**config.mk**
```make
export PLATFORM = sky130hd
export DESIGN_NAME = serial_block_rx
export DESIGN_NICKNAME = d
export VERILOG_FILES = /design/src/rtl/serial_block_rx.sv
export SDC_FILE = /design/constraint.sdc
export NUM_CORES = 1
export LEC_CHECK = 0
export ABC_AREA = 1
export ABC_CLOCK_PERIOD_IN_PS = 1610
export BUFFER_PORTS_ARGS = -buffer_cell sky130_fd_sc_hd__buf_2
export CAP_MARGIN = 0
export CORE_MARGIN = 2
export CORE_UTILIZATION = 30
export DETAILED_ROUTE_END_ITERATION = 8
export PLACE_DENSITY = 0.45
export SYNTH_ARGS = -nofsm -noshare
export SYNTH_HDL_FRONTEND = slang
export SYNTH_SLANG_ARGS = --single-unit
```
**constraint.sdc**
```tcl
create_clock -name CLOCK_50 -period 1.61 [get_ports CLOCK_50]
set_input_delay 0.0805 -clock CLOCK_50 [delete_from_list [all_inputs] [get_ports CLOCK_50]]
set_output_delay 0.0805 -clock CLOCK_50 [all_outputs]
set_load 0.005 [all_outputs]
```
**src/rtl/serial_block_rx.sv**
```systemverilog
// Serial-to-byte receiver for two parallel coder bit streams (natural order and interleaved).
// Packs each stream MSB first into bytes over a block of 1056 or 6144 bits.
module serial_block_rx (
    input  logic       CLOCK_50,
    input  logic       KEY_0,
    input  logic       k_size_6144,
    input  logic       start,
    input  logic       bit_valid,
    input  logic       ini,
    input  logic       inpii,
    output logic [7:0] byte_i,
    output logic [7:0] byte_pii,
    output logic       byte_valid,
    output logic [9:0] byte_index,
    output logic       block_done,
    output logic       busy,
    output logic       start_err
);

    typedef enum logic [1:0] {
        IDLE = 2'd0,
        RECV = 2'd1,
        DONE = 2'd2
    } state_t;

    state_t      state;
    state_t      state_next;

    logic        k_big;
    logic [12:0] bit_cnt;
    logic [9:0]  byte_cnt;
    logic [2:0]  bit_in_byte;
    logic [7:0]  sh_i;
    logic [7:0]  sh_pii;

    logic        take_bit;
    logic        last_bit;
    logic        byte_end;
    logic        block_end;

    assign take_bit  = (state == RECV) && bit_valid;
    assign last_bit  = (bit_cnt == (k_big ? 13'd6143 : 13'd1055));
    assign byte_end  = take_bit && (bit_in_byte == 3'd7);
    assign block_end = take_bit && last_bit;
    assign busy      = (state == RECV);

    // NOTE: state registers use non-blocking assignments so every flop samples pre-edge values.
    always_ff @(posedge CLOCK_50 or negedge KEY_0) begin
        if (!KEY_0) begin
            state <= IDLE;
        end else begin
            state <= state_next;
        end
    end

    // NOTE: state_next gets a default before the case so no path leaves it unassigned (no latch).
    always_comb begin
        state_next = state;
        case (state)
            IDLE:    if (start) state_next = RECV;
            RECV:    if (block_end) state_next = DONE;
            DONE:    state_next = IDLE;
            default: state_next = IDLE;
        endcase
    end

    always_ff @(posedge CLOCK_50 or negedge KEY_0) begin
        if (!KEY_0) begin
            k_big       <= 1'b0;
            bit_cnt     <= '0;
            byte_cnt    <= '0;
            bit_in_byte <= '0;
            sh_i        <= '0;
            sh_pii      <= '0;
            byte_i      <= '0;
            byte_pii    <= '0;
            byte_index  <= '0;
            byte_valid  <= 1'b0;
            block_done  <= 1'b0;
            start_err   <= 1'b0;
        end else begin
            byte_valid <= 1'b0;
            block_done <= 1'b0;

            // A start that opens a block also swallows any bit presented with it.
            if (state == IDLE && start) begin
                k_big       <= k_size_6144;
                bit_cnt     <= '0;
                byte_cnt    <= '0;
                bit_in_byte <= '0;
                start_err   <= 1'b0;
            end

            if (state == RECV && start) begin
                start_err <= 1'b1;
            end

            if (take_bit) begin
                sh_i        <= {sh_i[6:0], ini};
                sh_pii      <= {sh_pii[6:0], inpii};
                bit_in_byte <= bit_in_byte + 3'd1;
                bit_cnt     <= last_bit ? 13'd0 : bit_cnt + 13'd1;

                if (byte_end) begin
                    byte_i     <= {sh_i[6:0], ini};
                    byte_pii   <= {sh_pii[6:0], inpii};
                    byte_index <= byte_cnt;
                    byte_valid <= 1'b1;
                    block_done <= last_bit;
                    byte_cnt   <= last_bit ? 10'd0 : byte_cnt + 10'd1;
                end
            end
        end
    end

endmodule
```
Word-level counts from Yosys, hierarchy flattened
Index checks and enable logic that the tools add are counted.
Operators by class
  $add $sub $neg: 3
  equal/unequal tests: 5
  mux-type cells: 19
  reduce and logical (&&, ||, !) cells: 10
Operators with widths (count)
  $mux W13: 4
  $mux W10: 4
  $add A13 B1 Y13 const B: 1
  $eq A13 B13 Y1: 1
  $add A10 B1 Y10 const B: 1
  $mux W1: 6
  $mux W3: 2
  $logic_and A1 B1 Y1: 5
  $mux W2: 2
  $pmux W2 S2: 1
  $reduce_and A2 Y1: 2
  $reduce_bool A2 Y1: 2
  $add A3 B1 Y3 const B: 1
  $eq A3 B3 Y1 const B: 1
  $eq A2 B1 Y1 const B: 1
  $logic_not A2 Y1: 1
  $ne A2 B1 Y1 const B: 1
  $ne A2 B2 Y1 const B: 1
Word-level totals
  register bits: 72

Longest topological paths before layout
Gate-level depths: netlist of run 1.
  depth in word-level cells: 5
  gate-level depth with buffers: 11
  depth with buffers taken out: 9

Least setup slack after synthesis of run 1
OpenSTA, ideal clock, no wires.
  kind: register to register
  start point: register bit_in_byte[0]
  end point: register byte_i[0]
  arrival time: 1524 ps
  data required time: 1480 ps
  setup slack: -45 ps
  cell stages (with the launch flop): 9
  buffers on the path: 2
  cells stage by stage: dfrtp_1 ha_1 ha_1 buf_2 inv_1 nor2_8 inv_2 clkbuf_1 o21ai_1
Between the ends
  longest elaborated chain between the ends: 3
RTL lines
  start, declared: line 32  | logic [2:0] bit_in_byte;
  start signal, assigned: line 101  | bit_in_byte <= bit_in_byte + 3'd1;
  $eq A3 B3 Y1: line 43  | assign byte_end = take_bit && (bit_in_byte == 3'd7);
  $logic_and A1 B1 Y1: line 43
  $reduce_and A2 Y1 (no source line)
  end signal, assigned: line 105  | byte_i <= {sh_i[6:0], ini};
  end, declared: line 11  | output logic [7:0] byte_i,
No other way between the ends.
A chain may end at the register's enable or synchronous reset.

Worst setup path in the final report of run 1
  start point: register state[1]
  end point: register bit_in_byte[2]
Between the ends
  longest elaborated chain between the ends: 3
  elaborated cells between the ends (all ways): 6
  classes of those cells: 1 x eq/ne; 1 x mux; 4 x reduce/logical
RTL lines
  start, declared: line 26  | state_t state;
  start signal, assigned: line 52  | state <= state_next;
  $eq A2 B1 Y1 or $logic_not A2 Y1 (tied branches): line 41, 86
  $logic_and A1 B1 Y1, on equally long branches: line 41, 86
  $mux W3 or $reduce_bool A2 Y1 (tied branches)
Several ways; a longest one is shown, not always the timed one.

==> metrics.csv, run 1 <==
metric,value,unit
Pleak,2.315,nW
Final Max Slew Viols,0,
clock latency on the worst-skew pair,0.34,ns
critical path data required time,1.84,ns
sw frac,30.80,%
final critical-path required period,1.508,ns
Inserted Clock Buffers,9,
Routability Congestion,0.8305,
Relative slew margins,62.23,%
Hold Path Class,in2reg,
die area,12330,um2
sequential share of the synthesized area,52.42,%
DR pass1 iterations,4,
Final #Nets,520,
"most used cell, CP",inv_1,
fraction of layout instances using a drive strength above 1,21.64,%
Mapped Nets,442,
"most common cell after layout, fill and taps aside",nand2_1,
RR Startpoint,state[1]$_DFFE_PN0P_,
die span in y,111.0,um
DP Worst Slack,-0.3060,ns
most frequent cells in the layout,"nand2_1, dfrtp_1, inv_1, o21ai_0, buf_4",
initial DRC count,129,
CTS tree,done,
Syn. warnings,0,
Row Count,39,
Worst path slowest cell,dfrtp_1,
largest net degree at the start of global routing,49,
Starting Density,30.36,%
WP data arrival,1.74,ns
Core ar.,11320,um2
Crit Path Max Fanout,13,
fin worst setup slack,0.1016,ns
CP Class,reg2reg,
final clock skew,0.005688,ns
Die Span X,111.0,um
Antenna Cells,0,
sequential power share,43.1,%
worst setup path end,bit_in_byte[2]$_DFFE_PN0P_,
drt via density,4.489,
post-synth design cell area,3437,um2
internal power,0.003867,W
Comb pwr share,23.9,%
P&R area growth vs syn,28.10,%
"Largest delay share family, worst path",buffers and inverters,
R2R Setup Slk,0.10,ns
Post-DRT Antenna Nets,0,
mean area per synthesized cell,7.975,um2
IO Port Bufs,36,
first-pass GRT wire length,13.95,mm
Max-Cap Viols,0,
CTS H-tree depth,3,
TNS Setup,0,ns
register bit total from synthesis,72,
root buf cell,clkbuf_16,
via count,2945,
FILL cells,1177,
Peak VDD IR,0.5976,mV
clock buffer depth,2,
FF-to-FF path depth,8,
Final Hold Vio Count,0,
WHS,0.02090,ns
CP peak stage delay,0.40,ns
number of global-route vias before repair,2827,
FMAX,663.0,MHz
WP buf/inv,4,
number of antenna violations at the first check in global routing,0,
Post-Layout Cell Count,656,
# DRC,0,
io pins,37,
PD cells,1269,nW/um2
Setup Viol. Count Final,0,
CP Launch Point,state[1]$_DFFE_PN0P_,
clock slew at reported path FFs,0.06,ns
stages on the worst setup path,8,
GRT Residual Overflow,0,
Tcrit/Tclk final,93.69,%
gr usage total,14.40,%
Cell variety after synth,26,
Placed Cells,637,
"Setup Fix Bufs, Post-CTS",0,
status,finished clean,
clk sinks,72,
Net Sw Power,0.001721,W
cell breakdown of the critical path,buf_4 > inv_1 > nand2_1 > nor2_1 > inv_1 > nand2_1 > inv_1 > a22o_1,
crit path capture type,flop,
Worst setup SP type,flop,
Syn Inst Count,431,
worst-margin pin slew,0.5665,ns
drt total wl,8.469,mm
Critical R2R Capture,bit_in_byte[2]$_DFFE_PN0P_,
RSZ-0062 raised after global routing,true,
post-DP HPWL,5.794,mm
clock share of power,33.0,%
WL/cell,12.91,um
==> sequential cells by signal, indices dropped and copies added, names as in the netlist <==
register     count
bit_cnt         13
bit_in_byte      3
block_done       1
byte_cnt        10
byte_i           8
byte_index      10
byte_pii         8
byte_valid       1
k_big            1
sh_i             7
sh_pii           7
start_err        1
state            2
==> worst min-delay path by stage <==
stage,end,cells after the start,from
6_report,byte_pii[0]$_DFFE_PN0P_,3,inpii
5_1_grt,byte_pii[0]$_DFFE_PN0P_,3,inpii
4_1_cts,byte_pii[0]$_DFFE_PN0P_,3,inpii
3_5_place_dp,byte_index[3]$_DFFE_PN0P_,1,KEY_0
3_3_place_gp,byte_index[3]$_DFFE_PN0P_,1,KEY_0
2_1_floorplan,bit_cnt[0]$_DFFE_PN0P_,0,KEY_0
==> timing repair <==
action | in CTS | in global routing
endpoints found under the hold margin | 42 | 0
resized for setup | 3 | 13
cloned | 0 | 1
hold buffers | 3 | 0
pin swaps | 0 | 0
endpoints found under the setup margin | 12 | 49
==> power groups by stage <==
stage	clock, W	combinational, W	sequential (W)
final	0.00184	0.00134	0.00241
after detailed placement	0	0.00132	0.00244
after global routing	0.00200	0.00152	0.00246
after floorplan	0	0.000685	0.00246
after global placement	0	0.00131	0.00243
after CTS	0.00193	0.00133	0.00241
==> cell type report <==
type / count / area [um2] / area share (%)
sequential: 72 / 1803 / 40.95
multi-input combinational: 293 / 1380 / 31.34
timing repair buffer: 81 / 570.5 / 12.96
clock buffer: 10 / 239.0 / 5.428
inverter: 52 / 197.7 / 4.490
tap: 143 / 178.9 / 4.064
clock inverter: 5 / 33.78 / 0.7673
==> synthesized netlist by cell type, drive strengths merged <==
| cell | count | area share, % |
|---|---|---|
| xor2 | 5 | 1.3 |
| clkbuf | 3 | 0.33 |
| ha | 4 | 1.5 |
| nand3b | 1 | 0.22 |
| o21ai | 55 | 8.2 |
| nand3 | 33 | 4.8 |
| a22o | 2 | 0.51 |
| xnor2 | 1 | 0.25 |
| o21bai | 1 | 0.22 |
| nor3 | 2 | 0.29 |
| nor2 | 30 | 4.0 |
| nand4 | 3 | 0.55 |
| nand2 | 153 | 17 |
| buf | 11 | 2.4 |
| inv | 52 | 5.7 |
| a21oi | 3 | 0.44 |
| dfrtp | 72 | 52 |
==> worst min-delay path, cell delays in order <==
cell and delay [ns]:
buf_2 0.10, inv_1 0.06, o21ai_0 0.08
==> cell families after synthesis <==
group | Yosys count | share of synthesized area, %
xor gates and xnor gates | 6 | 1.529
buffers and inverters | 66 | 8.445
AOI/OAI and AO/OA | 61 | 9.392
adders and majority gates | 4 | 1.456
DFF | 72 | 52.42
and+or+nand+nor | 222 | 26.76
==> metrics by stage <==
step / cell area, um2 / power [W] / util, %
2_1_floorplan: 3438 / 0.003144 / -
3_3_place_gp: 4036 / 0.003737 / 35.65
3_5_place_dp: 4036 / 0.003752 / 35.65
4_1_cts: 4347 / 0.005673 / 38.40
5_1_grt: 4403 / 0.005984 / 38.89
6_report: 4403 / 0.005588 / 38.89
==> metal layers <==
layer	up-vias	wire [um]	track usage, %
met1	1386	4132	18.84
li1	1506	-	-
met4	0	124	4.691
met2	41	3880	22.62
met3	12	331	4.811
met5	-	0	0
No activity file was read; power rests on OpenSTA's default activity.
==> inputs of run 2 (changes only) <==
--- a/config.mk
+++ b/config.mk
@@ -9,10 +9,12 @@
 export ABC_CLOCK_PERIOD_IN_PS = 1610
 export BUFFER_PORTS_ARGS = -buffer_cell sky130_fd_sc_hd__buf_2
 export CAP_MARGIN = 0
+export CELL_PAD_IN_SITES_DETAIL_PLACEMENT = 1
+export CELL_PAD_IN_SITES_GLOBAL_PLACEMENT = 1
 export CORE_MARGIN = 2
 export CORE_UTILIZATION = 30
 export DETAILED_ROUTE_END_ITERATION = 8
-export PLACE_DENSITY = 0.45
+export PLACE_DENSITY = 0.57
 export SYNTH_ARGS = -nofsm -noshare
 export SYNTH_HDL_FRONTEND = slang
 export SYNTH_SLANG_ARGS = --single-unit
==> metrics.csv, run 2 (synthesized netlist as in run 1, its figures left out) <==
metric,value,unit
Largest regs,"bit_cnt (13), byte_cnt (10), byte_index (10)",
Antenna Cells,0,
Inserted Clock Buffers,9,
Max-Cap Viols,0,
Core ar.,11320,um2
max FFs per register,13,
Post-DRT Antenna Nets,0,
Starting Density,30.36,%
WP data arrival,1.76,ns
Pleak,2.366,nW
die area,12330,um2
fraction of layout instances using a drive strength above 1,23.12,%
fin worst setup slack,0.1035,ns
post-DP HPWL,6.634,mm
DP Worst Slack,-0.3633,ns
initial DRC count,111,
clock latency on the worst-skew pair,0.34,ns
WL/cell,14.66,um
worst-margin pin slew,0.5386,ns
drt total wl,9.702,mm
drt via density,4.624,
clock slew at reported path FFs,0.06,ns
DR pass1 iterations,4,
Crit Path Max Fanout,24,
"most common cell after layout, fill and taps aside",nand2_1,
largest net degree at the start of global routing,49,
status,finished clean,
clk sinks,72,
sequential power share,40.6,%
clock share of power,34.7,%
Comb pwr share,24.7,%
PD cells,1320,nW/um2
Final Hold Vio Count,0,
Net Sw Power,0.001811,W
internal power,0.004146,W
# DRC,0,
via count,3061,
Routability Congestion,0.8201,
clock buffer depth,2,
Die Span X,111.0,um
P&R area growth vs syn,31.27,%
Final Max Slew Viols,0,
Setup Viol. Count Final,0,
FMAX,663.8,MHz
die span in y,111.0,um
gr usage total,16.58,%
first-pass GRT wire length,16.26,mm
CTS H-tree depth,3,
final critical-path required period,1.506,ns
Top reg by flops,bit_cnt,
crit path capture type,flop,
Hold Path Class,in2reg,
CTS tree,done,
CP Class,reg2reg,
Peak VDD IR,0.6429,mV
io pins,37,
IO Port Bufs,36,
RSZ-0062 raised after global routing,true,
critical path data required time,1.87,ns
final clock skew,0.007809,ns
number of antenna violations at the first check in global routing,0,
sw frac,30.41,%
final core utilization,39.85,%
GRT Residual Overflow,0,
number of global-route vias before repair,3223,
most frequent cells in the layout,"nand2_1, dfrtp_1, inv_1, buf_4, o21ai_0",
Tcrit/Tclk final,93.57,%
Row Count,39,
root buf cell,clkbuf_16,
Relative slew margins,64.10,%
Final #Nets,525,
Worst setup SP type,flop,
run 2: cell type report:
class / instances / area, um2
clock buffers: 12 / 256.5
clock inverters: 4 / 52.55
fillers: 1363 / 6809
inverters: 52 / 201.4
multi-input cells: 293 / 1385
flip-flops and latches: 72 / 1803
well taps: 143 / 178.9
repair buffers: 86 / 634.4
run 2: critical path: stages (launching register included):
cell and delay (ns):
dfrtp_1 0.40, ha_1 0.20, ha_1 0.20, inv_2 0.12, nor2_8 0.05, inv_2 0.10, clkbuf_16 0.21, nand2_1 0.06
o21ai_0 0.06
run 2: worst paths after layout:
kind,from,to,slack [ns],depth (start not counted)
setup / recovery,bit_in_byte[0]$_DFFE_PN0P_,byte_index[4]$_DFFE_PN0P_,0.10,8
hold / removal,ini,byte_i[0]$_DFFE_PN0P_,0.01,3
setup reg to reg,bit_in_byte[0]$_DFFE_PN0P_,byte_index[4]$_DFFE_PN0P_,0.10,8
hold reg to reg,byte_index[5]$_DFFE_PN0P_,byte_index[5]$_DFFE_PN0P_,0.47,2
max in group asynchronous,KEY_0,k_big$_DFFE_PN0P_,0.85,3
min in group asynchronous,KEY_0,byte_index[3]$_DFFE_PN0P_,0.33,3
run 2: layer usage:
metal	track usage [%]	routed length, um	vias up
li1	-	-	1520
met1	21.41	4561	1485
met2	27.48	4702	42
met3	2.788	234	14
met4	7.243	203	0
met5	0	0	-
run 2: power groups by stage:
stage               clock network [W]  registers [W]  logic, W
floorplan                           0        0.00246  0.000685
global placement                    0        0.00242   0.00133
detailed placement                  0        0.00244   0.00136
CTS                           0.00213        0.00242   0.00141
global route                  0.00219        0.00247   0.00169
finish                        0.00207        0.00242   0.00147
run 2: metrics by stage:
step	power, W	std cells	hold slack (ns)	cell area [um2]	TNS (ns)
2_1_floorplan	0.003144	431	-0.2151	3438	0
3_3_place_gp	0.003754	637	0.1488	4024	-3.982
3_5_place_dp	0.003807	637	0.1547	4024	-4.739
4_1_cts	0.005959	657	0.008425	4397	0
5_1_grt	0.006347	662	0.05554	4512	-0.004626
6_report	0.005957	662	0.01282	4512	0
run 2: repair_timing:
item	CTS	global route
buffers inserted	2	4
endpoints found under the setup margin	26	42
gates resized for setup	7	17
cloned	0	1
pin swaps	0	3
endpoints found under the hold margin	73	0
hold buffers	2	0
==> inputs of run 3 (changes only) <==
--- a/config.mk
+++ b/config.mk
@@ -9,12 +9,11 @@
 export ABC_CLOCK_PERIOD_IN_PS = 1610
 export BUFFER_PORTS_ARGS = -buffer_cell sky130_fd_sc_hd__buf_2
 export CAP_MARGIN = 0
-export CELL_PAD_IN_SITES_DETAIL_PLACEMENT = 1
-export CELL_PAD_IN_SITES_GLOBAL_PLACEMENT = 1
 export CORE_MARGIN = 2
 export CORE_UTILIZATION = 30
 export DETAILED_ROUTE_END_ITERATION = 8
-export PLACE_DENSITY = 0.57
+export HOLD_SLACK_MARGIN = 0.1
+export PLACE_DENSITY = 0.45
 export SYNTH_ARGS = -nofsm -noshare
 export SYNTH_HDL_FRONTEND = slang
 export SYNTH_SLANG_ARGS = --single-unit
==> metrics.csv, run 3 (synthesized netlist as in run 1, its figures left out) <==
metric,value,unit
Die Span X,111.0,um
drt via density,4.494,
FILL cells,1175,
Final #Nets,522,
clock latency on the worst-skew pair,0.34,ns
Max-Cap Viols,0,
initial DRC count,155,
via count,2957,
Post-DRT Antenna Nets,0,
CP Class,reg2reg,
Pleak,2.323,nW
die area,12330,um2
status,finished clean,
DR pass1 iterations,4,
CTS tree,done,
RSZ-0062 raised after global routing,true,
"most common cell after layout, fill and taps aside",nand2_1,
largest net degree at the start of global routing,49,
drt total wl,8.485,mm
crit path capture type,flop,
Worst setup SP type,flop,
P&R area growth vs syn,28.69,%
Routability Congestion,0.8305,
clock slew at reported path FFs,0.06,ns
Tcrit/Tclk final,93.67,%
Starting Density,30.36,%
number of global-route vias before repair,2823,
Top reg by flops,bit_cnt,
post-DP HPWL,5.794,mm
critical path data required time,1.84,ns
Largest regs,"bit_cnt (13), byte_cnt (10), byte_index (10)",
number of antenna violations at the first check in global routing,0,
clock buffer depth,2,
Final Max Slew Viols,0,
gr usage total,14.39,%
fraction of layout instances using a drive strength above 1,21.55,%
die span in y,111.0,um
FMAX,663.1,MHz
GRT Residual Overflow,0,
final critical-path required period,1.508,ns
Final Hold Vio Count,0,
Total Power,0.005590,W
max FFs per register,13,
WL/cell,12.90,um
Core ar.,11320,um2
"Setup Fix Bufs, Post-CTS",0,
Placed Cells,637,
Setup Viol. Count Final,0,
Crit Path Max Fanout,13,
Antenna Cells,0,
Relative slew margins,62.29,%
IO Port Bufs,36,
Row Count,39,
Hold Path Class,in2reg,
WP data arrival,1.74,ns
worst-margin pin slew,0.5657,ns
Inserted Clock Buffers,9,
clk sinks,72,
first-pass GRT wire length,13.94,mm
Post-Layout Cell Count,658,
most frequent cells in the layout,"nand2_1, dfrtp_1, inv_1, o21ai_0, buf_4",
# DRC,0,
Peak VDD IR,0.5959,mV
io pins,37,
CTS H-tree depth,3,
final clock skew,0.005922,ns
root buf cell,clkbuf_16,
PD cells,1264,nW/um2
==> run 3: final cells by class <==
class | count | area (um2) | area share [%]
clock inverter | 5 | 33.78 | 0.7638
sequential | 72 | 1803 | 40.76
inverter | 52 | 197.7 | 4.470
multi-input combinational | 293 | 1380 | 31.20
timing repair buffer | 83 | 590.6 | 13.35
tap | 143 | 178.9 | 4.045
clock buffer | 10 | 239.0 | 5.403
==> run 3: path summary, 6_finish.rpt <==
check                                       from                          to  slack, ns  cells after the start
setup / recovery            state[1]$_DFFE_PN0P_  bit_in_byte[2]$_DFFE_PN0P_       0.10                      8
hold / removal                         bit_valid      bit_cnt[1]$_DFFE_PN0P_       0.17                      5
setup reg to reg            state[1]$_DFFE_PN0P_  bit_in_byte[2]$_DFFE_PN0P_       0.10                      8
hold reg to reg            byte_i[7]$_DFFE_PN0P_       byte_i[7]$_DFFE_PN0P_       0.47                      2
max in group asynchronous                  KEY_0         sh_i[4]$_DFFE_PN0P_       0.75                      3
min in group asynchronous                  KEY_0   byte_index[3]$_DFFE_PN0P_       0.28                      2
==> run 3: timing repair <==
action                                 4_1_cts  5_1_grt
gates resized for setup                      3       13
hold buffers                                 5        0
cloned                                       0        1
endpoints found under the hold margin       46        0
setup endpoints to repair                   12       49
==> run 3: per-stage QoR <==
stage          setup WS [ns]  cell area [um2]  setup TNS [ns]  utilization, %  hold WS, ns
4_1_cts              0.03757             4367               0           38.57       0.1507
5_1_grt             -0.04344             4423         -0.1445           39.07       0.1842
3_5_place_dp         -0.3060             4036          -3.247           35.65       0.1217
6_report              0.1018             4423               0           39.07       0.1656
3_3_place_gp         -0.2756             4036          -3.058           35.65       0.1245
2_1_floorplan       0.007083             3438               0               -      -0.2151
==> run 3: power by group <==
group          leakage, nW  total (W)  switching, W  internal [W]
logic                 1.23    0.00134      0.000726      0.000615
registers            0.959    0.00241      0.000222       0.00218
clock network        0.130    0.00184      0.000773       0.00107
total                 2.32    0.00559       0.00172       0.00387
==> run 3: critical path, stage by stage, from the launching register on <==
cell     delay, ns
dfrtp_1       0.40
buf_4         0.14
inv_1         0.06
nand2_1       0.05
nor2_1        0.13
inv_1         0.07
nand2_1       0.08
inv_1         0.22
a22o_1        0.25
==> run 3: per-layer routing <==
layer	vias up	track usage [%]	routed length, um
met5	-	0	0
met4	0	4.691	124
li1	1510	-	-
met2	45	22.62	3905
met1	1390	18.81	4104
met3	12	4.811	350
